**config.mk**
```make
export PLATFORM = sky130hd
export DESIGN_NAME = ecg_spike_scheduler_flat
export DESIGN_NICKNAME = d
export VERILOG_FILES = /design/src/rtl/ecg_spike_scheduler_if.sv /design/src/rtl/ecg_spike_scheduler.sv /design/src/flat_wrapper.sv
export SDC_FILE = /design/constraint.sdc
export NUM_CORES = 1
export LEC_CHECK = 0
export BUFFER_PORTS_ARGS = -buffer_cell sky130_fd_sc_hd__buf_2
export CORE_ASPECT_RATIO = 1.4
export CORE_UTILIZATION = 53
export DETAILED_ROUTE_END_ITERATION = 8
export GPL_ROUTABILITY_DRIVEN = 0
export PLACE_DENSITY = 0.81
export SETUP_SLACK_MARGIN = 0.05
export SLEW_MARGIN = 20
export SYNTH_ARGS = -nofsm -noshare
export SYNTH_HDL_FRONTEND = slang
export SYNTH_SLANG_ARGS = --single-unit
```
**constraint.sdc**
```tcl
create_clock -name clk -period 2.5 [get_ports clk]
set_input_delay 0.125 -clock clk [delete_from_list [all_inputs] [get_ports clk]]
set_output_delay 0.125 -clock clk [all_outputs]
set_load 0.02 [all_outputs]
```
**src/rtl/ecg_spike_scheduler_if.sv**
```systemverilog
// Spike event stream between the ECG spike scheduler (master) and its consumer (slave).
// evt_data = {spike_neg, spike_pos, sample_idx}; first-word-fall-through FIFO head.
interface ecg_spike_scheduler_if #(
  parameter int unsigned ADDR_W = 12
);
  logic              evt_valid;
  logic              evt_ready;
  logic [ADDR_W+1:0] evt_data;

  modport master (output evt_valid, output evt_data, input evt_ready);
  modport slave  (input evt_valid, input evt_data, output evt_ready);
endinterface

```
**src/rtl/ecg_spike_scheduler.sv**
```systemverilog
// Walks an ECG record through the two-neuron spike encoder and queues tagged spike events.
// Optional ECG_SCHED_ABORT_EN adds an abort input that ends the run early through FIN.
module ecg_spike_scheduler #(
  parameter int unsigned NUM_SAMPLES = 3600,
  parameter int unsigned HOLD_CYC    = 4,
  parameter int unsigned FIFO_DEPTH  = 16,
  parameter int unsigned ADDR_W      = 12,
  parameter int unsigned DATA_W      = 20
) (
  input  logic                clk,
  input  logic                reset,
  input  logic                start,
`ifdef ECG_SCHED_ABORT_EN
  input  logic                abort,
`endif
  output logic                mem_rd_en,
  output logic [ADDR_W-1:0]   mem_addr,
  input  logic [DATA_W-1:0]   mem_rdata,
  output logic                nrn_reset,
  output logic [DATA_W-1:0]   i_ecg_pos,
  output logic [DATA_W-1:0]   i_ecg_neg,
  input  logic                spike_pos,
  input  logic                spike_neg,
  ecg_spike_scheduler_if.master evt,
  output logic [15:0]         spike_cnt,
  output logic                overflow,
  output logic                busy,
  output logic                done
);

  localparam int unsigned PTR_W  = $clog2(FIFO_DEPTH);
  localparam int unsigned HCNT_W = (HOLD_CYC > 1) ? $clog2(HOLD_CYC) : 1;
  localparam logic [ADDR_W-1:0] LAST_IDX  = ADDR_W'(NUM_SAMPLES - 1);
  localparam logic [HCNT_W-1:0] LAST_HCNT = HCNT_W'(HOLD_CYC - 1);

  typedef enum logic [2:0] {
    IDLE  = 3'd0,
    FETCH = 3'd1,
    LOAD  = 3'd2,
    HOLD  = 3'd3,
    FIN   = 3'd4
  } state_t;

  state_t              state_q;
  logic [ADDR_W-1:0]   idx_q;
  logic [HCNT_W-1:0]   hcnt_q;
  logic                mem_rd_en_q;
  logic [ADDR_W-1:0]   mem_addr_q;
  logic                nrn_reset_q;
  logic [DATA_W-1:0]   cur_pos_q;
  logic [DATA_W-1:0]   cur_neg_q;
  logic                busy_q;
  logic                done_q;
  logic [15:0]         spike_cnt_q;
  logic [15:0]         spike_cnt_d;
  logic                overflow_q;

  logic [PTR_W:0]      wr_ptr_q;
  logic [PTR_W:0]      rd_ptr_q;
  logic [ADDR_W+1:0]   fifo_mem_q [FIFO_DEPTH];

  logic                abort_w;
  logic                start_fire;
  logic                in_hold;
  logic                push_req;
  logic                push;
  logic                pop;
  logic                fifo_empty;
  logic                fifo_full;
  logic [16:0]         cnt_sum;

`ifdef ECG_SCHED_ABORT_EN
  assign abort_w = abort;
`else
  assign abort_w = 1'b0;
`endif

  assign start_fire = (state_q == IDLE) && start;
  assign in_hold    = (state_q == HOLD);

  always_ff @(posedge clk) begin
    if (reset) begin
      state_q     <= IDLE;
      idx_q       <= '0;
      hcnt_q      <= '0;
      mem_rd_en_q <= 1'b0;
      mem_addr_q  <= '0;
      nrn_reset_q <= 1'b0;
      cur_pos_q   <= '0;
      cur_neg_q   <= '0;
      busy_q      <= 1'b0;
      done_q      <= 1'b0;
    end else begin
      nrn_reset_q <= 1'b0;
      mem_rd_en_q <= 1'b0;
      done_q      <= 1'b0;
      case (state_q)
        IDLE: begin
          if (start) begin
            state_q     <= FETCH;
            nrn_reset_q <= 1'b1;
            busy_q      <= 1'b1;
            idx_q       <= '0;
            mem_rd_en_q <= 1'b1;
            mem_addr_q  <= '0;
          end
        end
        FETCH: begin
          if (abort_w) begin
            state_q <= FIN;
            done_q  <= 1'b1;
          end else begin
            state_q <= LOAD;
          end
        end
        LOAD: begin
          if (abort_w) begin
            state_q <= FIN;
            done_q  <= 1'b1;
          end else begin
            state_q   <= HOLD;
            hcnt_q    <= '0;
            cur_pos_q <= mem_rdata;
            cur_neg_q <= {DATA_W{1'b1}} - mem_rdata;
          end
        end
        HOLD: begin
          if (abort_w || (hcnt_q == LAST_HCNT && idx_q == LAST_IDX)) begin
            state_q <= FIN;
            done_q  <= 1'b1;
          end else if (hcnt_q == LAST_HCNT) begin
            // Read strobe and address are issued together with the FETCH state.
            state_q     <= FETCH;
            idx_q       <= idx_q + 1'b1;
            mem_rd_en_q <= 1'b1;
            mem_addr_q  <= idx_q + 1'b1;
          end else begin
            hcnt_q <= hcnt_q + 1'b1;
          end
        end
        FIN: begin
          state_q   <= IDLE;
          busy_q    <= 1'b0;
          cur_pos_q <= '0;
          cur_neg_q <= '0;
        end
        default: state_q <= IDLE;
      endcase
    end
  end

  assign fifo_empty = (wr_ptr_q == rd_ptr_q);
  assign fifo_full  = (wr_ptr_q[PTR_W] != rd_ptr_q[PTR_W]) &&
                      (wr_ptr_q[PTR_W-1:0] == rd_ptr_q[PTR_W-1:0]);
  assign push_req   = in_hold && (spike_pos || spike_neg);
  assign pop        = !fifo_empty && evt.evt_ready;
  // A full FIFO still accepts a push when the head leaves in the same cycle.
  assign push       = push_req && (!fifo_full || pop);

  assign cnt_sum     = {1'b0, spike_cnt_q} + 17'(spike_pos) + 17'(spike_neg);
  assign spike_cnt_d = cnt_sum[16] ? '1 : cnt_sum[15:0];

  always_ff @(posedge clk) begin
    if (reset) begin
      wr_ptr_q    <= '0;
      rd_ptr_q    <= '0;
      spike_cnt_q <= '0;
      overflow_q  <= 1'b0;
    end else begin
      if (push) wr_ptr_q <= wr_ptr_q + 1'b1;
      if (pop)  rd_ptr_q <= rd_ptr_q + 1'b1;
      if (start_fire) begin
        spike_cnt_q <= '0;
        overflow_q  <= 1'b0;
      end else begin
        if (in_hold) spike_cnt_q <= spike_cnt_d;
        if (push_req && !push) overflow_q <= 1'b1;
      end
    end
  end

  always_ff @(posedge clk) begin
    if (push) fifo_mem_q[wr_ptr_q[PTR_W-1:0]] <= {spike_neg, spike_pos, idx_q};
  end

  assign evt.evt_valid = !fifo_empty;
  assign evt.evt_data  = fifo_empty ? '0 : fifo_mem_q[rd_ptr_q[PTR_W-1:0]];

  assign mem_rd_en = mem_rd_en_q;
  assign mem_addr  = mem_addr_q;
  assign nrn_reset = nrn_reset_q;
  assign i_ecg_pos = cur_pos_q;
  assign i_ecg_neg = cur_neg_q;
  assign spike_cnt = spike_cnt_q;
  assign overflow  = overflow_q;
  assign busy      = busy_q;
  assign done      = done_q;

endmodule

```
**src/flat_wrapper.sv**
```systemverilog
// flat-port wrapper written by rule: the top's interface ports become plain ports
module ecg_spike_scheduler_flat 
#(
  parameter int unsigned NUM_SAMPLES = 3600,
  parameter int unsigned HOLD_CYC    = 4,
  parameter int unsigned FIFO_DEPTH  = 16,
  parameter int unsigned ADDR_W      = 12,
  parameter int unsigned DATA_W      = 20
)
  (clk, reset, start, mem_rd_en, mem_addr, mem_rdata, nrn_reset, i_ecg_pos, i_ecg_neg, spike_pos, spike_neg, spike_cnt, overflow, busy, done, evt_evt_valid, evt_evt_data, evt_evt_ready);
  ecg_spike_scheduler_if #(.ADDR_W(ADDR_W)) evt_i ();
  input  logic clk;
  input  logic reset;
  input  logic start;
  output logic mem_rd_en;
  output logic [ADDR_W-1:0] mem_addr;
  input  logic [DATA_W-1:0] mem_rdata;
  output logic nrn_reset;
  output logic [DATA_W-1:0] i_ecg_pos;
  output logic [DATA_W-1:0] i_ecg_neg;
  input  logic spike_pos;
  input  logic spike_neg;
  output logic [15:0] spike_cnt;
  output logic overflow;
  output logic busy;
  output logic done;
  output wire logic [$bits(evt_i.evt_valid)-1:0] evt_evt_valid;
  output wire logic [$bits(evt_i.evt_data)-1:0] evt_evt_data;
  input wire logic [$bits(evt_i.evt_ready)-1:0] evt_evt_ready;
  assign evt_evt_valid = evt_i.evt_valid;
  assign evt_evt_data = evt_i.evt_data;
  assign evt_i.evt_ready = evt_evt_ready;
  ecg_spike_scheduler #(.NUM_SAMPLES(NUM_SAMPLES), .HOLD_CYC(HOLD_CYC), .FIFO_DEPTH(FIFO_DEPTH), .ADDR_W(ADDR_W), .DATA_W(DATA_W)) u_core (.clk(clk), .reset(reset), .start(start), .mem_rd_en(mem_rd_en), .mem_addr(mem_addr), .mem_rdata(mem_rdata), .nrn_reset(nrn_reset), .i_ecg_pos(i_ecg_pos), .i_ecg_neg(i_ecg_neg), .spike_pos(spike_pos), .spike_neg(spike_neg), .evt(evt_i), .spike_cnt(spike_cnt), .overflow(overflow), .busy(busy), .done(done));
endmodule
```
==> Yosys cells after proc, flatten, opt, wreduce, memory -nomap -nowiden <==
Memories as Yosys holds them, arrays and structs flattened. A register that Yosys moved wholly into a read port is not among the register bits.
Index checks and enable logic that the tools add are counted.
{ "totals": {"register_bits": 88, "ramBits": 224, "inputBits": 26, "out_inout_bits": 88, "elab_cells": 87, "mem_count": 1} }
{ "mem_list": {"columns": ["name", "depth", "width", "read_ports", "rd_clocked_by_memory_dff", "write_ports", "line_no", "source"], "rows": [
  ["u_core.fifo_mem_q", 16, 14, 1, 1, 1, "ecg_spike_scheduler.sv:60", "logic [ADDR_W+1:0] fifo_mem_q [FIFO_DEPTH];"]
]} }
{ "classes": {"n_addsub": 7, "eq_ne": 14, "mux": 26, "bitwise": 2, "n_reduce_logical": 24} }
{ "op_table": {"columns": ["operator", "n"], "rows": [
  ["20-bit case mux with 2 select lines", 2],
  ["12-bit 2-to-1 mux", 3],
  ["12-bit case mux with 2 select lines", 1],
  ["20-bit subtractor, first input constant", 1],
  ["16-bit by 1-bit adder with 17-bit output", 1],
  ["17-bit by 1-bit adder with 17-bit output", 1],
  ["16-bit 2-to-1 mux", 1],
  ["14-bit 2-to-1 mux", 1],
  ["12-bit by 1-bit adder with 12-bit output, second input constant", 1],
  ["12-bit == test, second input constant", 1],
  ["3-bit case mux with 4 select lines", 1],
  ["5-bit by 1-bit adder with 5-bit output, second input constant", 2],
  ["3-bit 2-to-1 mux", 3],
  ["4-bit 2-to-1 mux", 2],
  ["2-bit inequality test, second input constant", 4],
  ["2-bit nonzero test", 4],
  ["1-bit logical AND", 7],
  ["1-bit 2-to-1 mux", 7],
  ["3-bit by 2-bit == test with 1-bit output, second input constant", 2],
  ["2-bit OR reduction", 3],
  ["5-bit == test", 1],
  ["4-bit == test", 1],
  ["2-bit 2-to-1 mux", 2],
  ["1-bit case mux with 2 select lines", 2],
  ["14 further kinds", 19]
]} }

==> Depth between registers and ports, before layout <==
Gate-level depths: netlist of run 1.
{ "logic_depth": {"depth_word": 7, "mapped_depth": 8} }

==> Worst setup path after synthesis of run 1 <==
No wires, ideal clock.
{ "synth_path": {"path_type": "register to register", "from": "register u_core.state_q[1]", "to": "memory u_core.fifo_mem_q[3][0] in the netlist's numbering (enable)", "setup_time_ns": 0.403, "t_arrival_ns": 2.105, "slack_ns": -0.008, "path_stages_with_launch": 6, "period_less_slack_ns": 2.508, "path_cell_list": "dfxtp_1 and3b_1 buf_2 o21ai_1 a211o_1 nor3_1"} }
{ "synth_between": {"elab_chain_cells": 5} }
{ "synth_rtl": {"columns": ["element", "line_no", "source"], "rows": [
  ["start, declared", "ecg_spike_scheduler.sv:44", "state_t state_q;"],
  ["start signal, assigned", "ecg_spike_scheduler.sv:83", "state_q <= IDLE;"],
  ["start signal, assigned", "ecg_spike_scheduler.sv:100", "state_q <= FETCH;"],
  ["start signal, assigned", "ecg_spike_scheduler.sv:110", "state_q <= FIN;"],
  ["3-bit by 2-bit == test with 1-bit output", "ecg_spike_scheduler.sv:79", "assign in_hold = (state_q == HOLD);"],
  ["1-bit logical AND", "ecg_spike_scheduler.sv:155", "assign push_req = in_hold && (spike_pos || spike_neg);"],
  ["1-bit logical AND", "ecg_spike_scheduler.sv:158", "assign push = push_req && (!fifo_full || pop);"],
  ["1-bit 2-to-1 mux", "ecg_spike_scheduler.sv:183", "if (push) fifo_mem_q[wr_ptr_q[PTR_W-1:0]] <= {spike_neg, spike_pos, idx_q};"],
  ["1-bit 2-to-1 mux (not written as such)", "ecg_spike_scheduler.sv:183", null],
  ["end, declared", "ecg_spike_scheduler.sv:60", null]
]} }
Every way passes these cells.

==> key figures, run 1 <==
Yosys
  • Synthesized Nets: 848
  • #FFs+latches synth: around 320
  • Most common cell in the netlist: edfxtp_1
  • Synth cell types: between 50 and 60
  • Sequential share of the synthesized area: just under 70%
  • Post-Syn Area per Cell: between 15 and 20 um2
  • Async set-or-reset flop fraction in the synthesized netlist: 0%
  • Number of synthesized flops with an enable pin: 224
  • Post-synthesis mux area share: between 10% and 20%
  • Yosys warns: 0
  • Post-synthesis simple-gate area fraction: 8.801%
  • Leading area contributor after synthesis: edfxtp_1
  • Commonest cells post-synth: edfxtp_1, dfxtp_1, nor2_1, mux4_2, a21oi_1
  • Xor/xnor share of the synthesized area: approximately 2.2%
  • Ys flop type: edfxtp_1
  • Post-Synthesis Cells: 813
  • Post-synthesis cell area: approximately 0.012 mm2
  • Synth Area in Adders: less than 1%
  • Synth Area in Compound Gates: between 5 and 6%
  • Largest family of logic cells by synthesized area: multiplexers
  • Synth top area share: a little over half
  • Synth area leaders: edfxtp_1, dfxtp_1, mux4_2

CTS
  • CTS HTree Levels: 1
  • CTS tree: built
  • CTS Buffer Depth: 3
  • Clk_lat worst skew: approximately 0.54 ns
  • Clock-pin slew on the worst setup and hold paths: about 0.06 ns
  • Clock Sinks: around 320
  • Root Driver: clkbuf_16
  • TritonCTS Buffers: 28

Finish
  • Layout cell share with drive strength beyond 1: a little under a third
  • Fill cells: roughly 1.5k
  • Nets: between 1k and 1.5k
  • Seq. cell area: about 0.0086 mm2
  • Area Growth Syn to Fin: 22.05%
  • Multi-input gate area: roughly 0.0038 mm2
  • ANT cells: 0
  • Final Core Density: 65.72%

Power and ir drop
  • Switching Share: roughly 22%
  • Clock power share: between 30 and 40%
  • Psw: about 2.3 mW
  • Leakage Power: between 5 and 6 nW
  • VDD IR max: ~530 uV
  • Internal power: 8.199 mW
  • Sequential group share of total power: around 54%
  • Combinational share of power: ~7.6%
  • Pwr Density: around 690 mW/mm2

Global routing
  • Vias in the first global route: 8112
  • GRT Residual Overflow: 0
  • Global-route wire length before repair: between 40000 and 50000 um
  • Initial antenna violation count: 0
  • Pin count of the biggest net entering global routing: 39
  • Total track usage: 24.77%

Detailed routing
  • # DRC: 0
  • Routed vias: just under 8k
  • Iter 0 DRT Violations: around 600
  • Vias/cell: 5.845
  • First-pass DRT Iterations: 5
  • Routed wire length: 29420 um
  • Routed WL per cell: 22.07 um
  • Routed Antenna Nets: 0

Critical path
  • Crit path max fanout: 5
  • CP Capture Type: primary output
  • Worst EP required: roughly 2.4 ns
  • Crit-path slowest cell: mux4_2
  • Crit path cell chain: buf_12 -> buf_16 -> mux4_2 -> nor2b_4 -> a211oi_4 -> a211oi_2 -> buf_4
  • CP max stage delay: between 0.5 and 0.6 ns
  • Critical path arrival: roughly 2.4 ns
  • WS Path Type: register to primary output
  • Setup crit start kind: register

STA
  • # setup viols final: 3
  • Clock skew: 0.01809 ns
  • Worst Tran Pin Value: ~0.86 ns
  • Final Slew Violations: 0
  • Worst slew margin: 42.91%
  • Max Fclk: between 300 and 400 MHz
  • Unrepaired setup endpoints after global routing: yes
  • Crit path time final: roughly 2.6 ns
  • Setup ws final: -0.05778 ns
  • Final Hold Viols: 0
  • Period utilization: 102.3%

Job
  • Number of max-cap violations: 0

Outcome
  • Status: finished with violations
  • Failing checks: negative setup slack

Place
  • Pre-CTS WS: 0.2354 ns
  • PortBufs: ~110
  • Detail Placement HPWL: 17500 um

Floorplanning
  • Die Height: approximately 180 um
  • Core Region: between 0.02 and 0.025 mm2
  • Die area: between 0.02 and 0.025 mm2
  • Die X: ~130 um
  • I/O Pins: 114
  • Rows: between 60 and 70
  • Starting Density: between 50 and 60%

Hold path
  • Hold/Removal Path Class: primary input to register
[kinds of logic (layout without fill, tap and decap cells)]
| kind of cell | count (synthesis) | count (layout) |
|---|---|---|
| flops | 316 | 316 |
| simple gates | 209 | 209 |
| compound gates | 115 | 115 |
| mux | 74 | 74 |
| buf+inv | 58 | 272 |
| xor+xnor | 32 | 32 |
| fa+ha+maj | 9 | 9 |
[metal layers]
metal	up-vias	wire length, um	GRT usage (%)
met5	-	0	0
met2	313	15850	46.20
met3	58	1869	4.191
met1	3921	11000	28.78
met4	0	693	8.186
li1	3500	-	-
[metrics by stage]
stage	power [mW]	hold WS, ns	cell area [um2]	TNS, ns	cells
6_report	10.54	0.03358	15250	-0.1093	1333
5_1_grt	10.88	0.02030	15250	-0.9113	1333
4_1_cts	10.59	0.01145	15160	-0.3769	1332
3_5_place_dp	6.442	0.3245	13780	0	1247
3_3_place_gp	6.423	0.3189	13780	0	1247
2_1_floorplan	6.210	0.2197	12500	0	813
[worst paths after layout]
path | slack, ns | to | from | depth (start not counted)
worst max-delay path | -0.06 | evt_evt_data[10] | register | 7
worst min-delay path | 0.03 | u_core.fifo_mem_q[6][13] | spike_neg | 1
worst max register to register | 0.33 | u_core.fifo_mem_q[12][13] | u_core.wr_ptr_q[2] | 6
worst min register to register | 0.45 | u_core.i_ecg_pos[16] | u_core.i_ecg_pos[16] | 2
[state kept, by name, summed over array words and instances (netlist names), named ones only]
name and flops:
u_core.fifo_mem_q 224, u_core.i_ecg_pos 20, u_core.busy 1, u_core.i_ecg_neg 20, u_core.nrn_reset 1, u_core.state_q 3
u_core.overflow 1, u_core.wr_ptr_q 5, u_core.rd_ptr_q 5, u_core.mem_addr 12, u_core.mem_rd_en 1, u_core.spike_cnt 16
u_core.hcnt_q 2, u_core.done 1
[cell usage in the layout (no fill, tap or decap), types with 8 or more instances in the layout]
cell type / instances
inv_1: 11
dlygate4sd3_1: 23
a211oi_2: 19
ha_1: 8
and3_1: 23
a211oi_1: 16
nor2b_1: 17
buf_2: 105
xnor2_1: 12
nand3_1: 9
nand2_1: 36
clkbuf_16: 29
mux2i_1: 12
nor2_1: 74
dfxtp_1: 89
buf_12: 8
buf_4: 63
a21oi_1: 44
edfxtp_1: 224
xor2_1: 20
mux4_2: 56
[power by group through the flow]
stage | sequential, mW | combinational [mW] | clock, mW
after floorplan | 5.83 | 0.379 | 0
after global placement | 5.77 | 0.655 | 0
after detailed placement | 5.77 | 0.668 | 0
after CTS | 5.65 | 0.778 | 4.16
after global routing | 5.66 | 0.857 | 4.36
final | 5.65 | 0.799 | 4.08
[cell type report]
| type | instances | area share (%) |
|---|---|---|
| clock buffers | 34 | 4.881 |
| clock inverters | 18 | 0.8450 |
| inverters | 12 | 0.2953 |
| multi-input cells | 439 | 25.23 |
| flip-flops and latches | 316 | 56.26 |
| well taps | 306 | 2.510 |
| repair buffers | 208 | 9.984 |
[critical path, delay by kind of cell (launching register included)]
| kind | cells | cell delay, ns |
|---|---|---|
| muxes | 1 | 0.51 |
| buffers and inverters | 3 | 0.43 |
| DFF | 1 | 0.41 |
| AOI/OAI and AO/OA | 2 | 0.36 |
| and+or+nand+nor | 1 | 0.16 |
[repair_timing]
item | in CTS | in global routing
hold endpoints to repair | 62 | 0
resized for setup | 34 | 23
setup endpoints to repair | 14 | 14
cloned | 2 | 0
pin swaps | 15 | 10
hold buffers | 23 | 0
buffers inserted | 9 | 3
Power figures use the tool's default switching activity.
==> inputs of run 2 (changes only) <==
- CORE_UTILIZATION: 53 -> 60
- PLACE_DENSITY: 0.81 -> 0.86
- clock period: 2.5 -> 3.17 ns (I/O delays scaled with it)
==> key figures, run 2 (synthesis gave the netlist of run 1 again) <==
STA
  • Crit path time final: just under 3 ns
  • Final Hold Viols: 0
  • Worst Tran Pin Value: roughly 0.92 ns
  • Worst slew margin: a little under two fifths
  • Final Slew Violations: 0
  • Setup TNS: 0 ns
  • Setup ws final: approximately 0.24 ns
  • Unrepaired setup endpoints after global routing: no
  • # setup viols final: 0
  • Period utilization: between 90% and 100%
  • Max Fclk: 341.0 MHz
  • Clock skew: about 0.015 ns
  • Smallest hold slack: 0.07638 ns

Critical path
  • WS Path Type: register to primary output
  • Crit path max fanout: 19
  • CP Capture Type: primary output
  • Critical path arrival: about 2.8 ns
  • Setup crit start kind: register
  • Worst EP required: roughly 3 ns

Place
  • PortBufs: approximately 110
  • Pre-CTS WS: 0.6261 ns
  • Placed inst area: between 0.01 and 0.015 mm2
  • Detail Placement HPWL: 17470 um
  • Placed Cells incl. Taps: ~1.2k

Global routing
  • Total track usage: between 20 and 30%
  • Global-route wire length before repair: approximately 43000 um
  • Vias in the first global route: slightly below 8k
  • Initial antenna violation count: 0
  • GRT Residual Overflow: 0
  • Pin count of the biggest net entering global routing: 35

Power and ir drop
  • Switching Share: 21.77%
  • Pwr Density: about 560 mW/mm2
  • Combinational share of power: under 10%
  • Clock power share: 38.5%
  • Final Power: slightly above 8 mW
  • Sequential group share of total power: 55.0%
  • VDD IR max: between 500 and 600 uV
  • Leakage Power: roughly 5.1 nW
  • Internal power: approximately 6.4 mW
  • Psw: 1.770 mW

Outcome
  • Status: finished clean

CTS
  • CTS Buffer Depth: 3
  • Root Driver: clkbuf_16
  • CTS tree: built
  • Clk_lat worst skew: 0.53 ns
  • CTS HTree Levels: 1
  • CTS resizes: 0
  • Clock-pin slew on the worst setup and hold paths: about 0.070 ns
  • Clock Sinks: 316
  • TritonCTS Buffers: 27

Floorplanning
  • Core Region: about 0.02 mm2
  • Rows: 62
  • Die X: around 120 um
  • Die Height: about 170 um
  • Starting Density: between 60% and 70%
  • Die area: 0.02142 mm2
  • I/O Pins: 114

Detailed routing
  • Routed Antenna Nets: 0
  • First-pass DRT Iterations: 5
  • Routed wire length: 28140 um
  • Routed vias: 7644
  • Vias/cell: just over 6
  • Routed WL per cell: around 23 um
  • Iter 0 DRT Violations: 691
  • # DRC: 0

Hold path
  • Hold/Removal Path Class: primary input to register

Finish
  • Nets: between 900 and 1k
  • Non-Filler Instances: about 1.2k
  • ANT cells: 0
  • Most common cell after layout, fill and taps aside: edfxtp_1
  • Commonest non-fill, non-tap cells in the layout: edfxtp_1, buf_2, dfxtp_1
  • Area Growth Syn to Fin: 15.86%
  • Final design area excluding fillers: roughly 0.014 mm2
  • Max reg flops: approximately 220
  • Final Core Density: a little over two thirds
  • Layout cell share with drive strength beyond 1: about 25%

Job
  • Number of max-cap violations: 0
run 2: cell count changes in the layout (fill, tap and decap cells not counted), moves of 3 or more:
cell / before / now
a211oi_1: 16 / 37
a211oi_2: 19 / 0
buf_12: 8 / 2
buf_2: 105 / 113
buf_4: 63 / 27
buf_6: 7 / 0
clkinvlp_4: 5 / 2
mux2i_1: 12 / 16
mux2i_2: 4 / 0
nor2b_1: 17 / 21
nor2b_4: 4 / 0
run 2: worst paths after layout:
path / startpoint / end / slack [ns] / depth (start not counted)
worst max-delay path: register / evt_evt_data[5] / 0.24 / 6
worst min-delay path: spike_pos / u_core.fifo_mem_q[4][12] / 0.08 / 1
worst max register to register: u_core.state_q[1] / u_core.fifo_mem_q[0][3] / 0.58 / 4
worst min register to register: u_core.i_ecg_pos[12] / u_core.i_ecg_pos[12] / 0.45 / 2
run 2: per-layer routing:
| metal | vias to the layer above | share of wire, % | wire [um] | global-route usage (%) |
|---|---|---|---|---|
| li1 | 3408 | - | - | - |
| met3 | 64 | 6.3 | 1783 | 4.024 |
| met4 | 0 | 3.7 | 1040 | 11.01 |
| met5 | - | 0 | 0 | 0 |
| met1 | 3816 | 37 | 10510 | 33.68 |
| met2 | 356 | 53 | 14810 | 46.90 |
run 2: power groups by stage:
stage               Combinational (mW)  Clock, mW  Sequential (mW)
global placement                 0.483          0             4.56
CTS                              0.518       3.16             4.48
finish                           0.524       3.13             4.48
floorplan                        0.299          0             4.60
detailed placement               0.495          0             4.56
global route                     0.568       3.31             4.48
run 2: area by class of cell:
| cell class | count | area [um2] |
|---|---|---|
| clock buffers | 32 | 694.4 |
| clock inverters | 17 | 132.6 |
| inverters | 12 | 45.04 |
| well taps | 256 | 320.3 |
| flip-flops and latches | 316 | 8574 |
| repair buffers | 164 | 1028 |
| fillers | 1260 | 6002 |
| multi-input cells | 439 | 3682 |
run 2: what timing repair did:
action,CTS,global route
setup endpoints to repair,0,0
hold endpoints to repair,45,0
hold buffers,22,0
setup buffers,0,0
run 2: worst max-delay path, stage by stage (launching register included):
cell and delay, ns:
dfxtp_4 0.59, buf_4 0.32, mux4_2 0.53, nor2b_1 0.16, a211oi_1 0.34, a211oi_1 0.10, buf_2 0.19
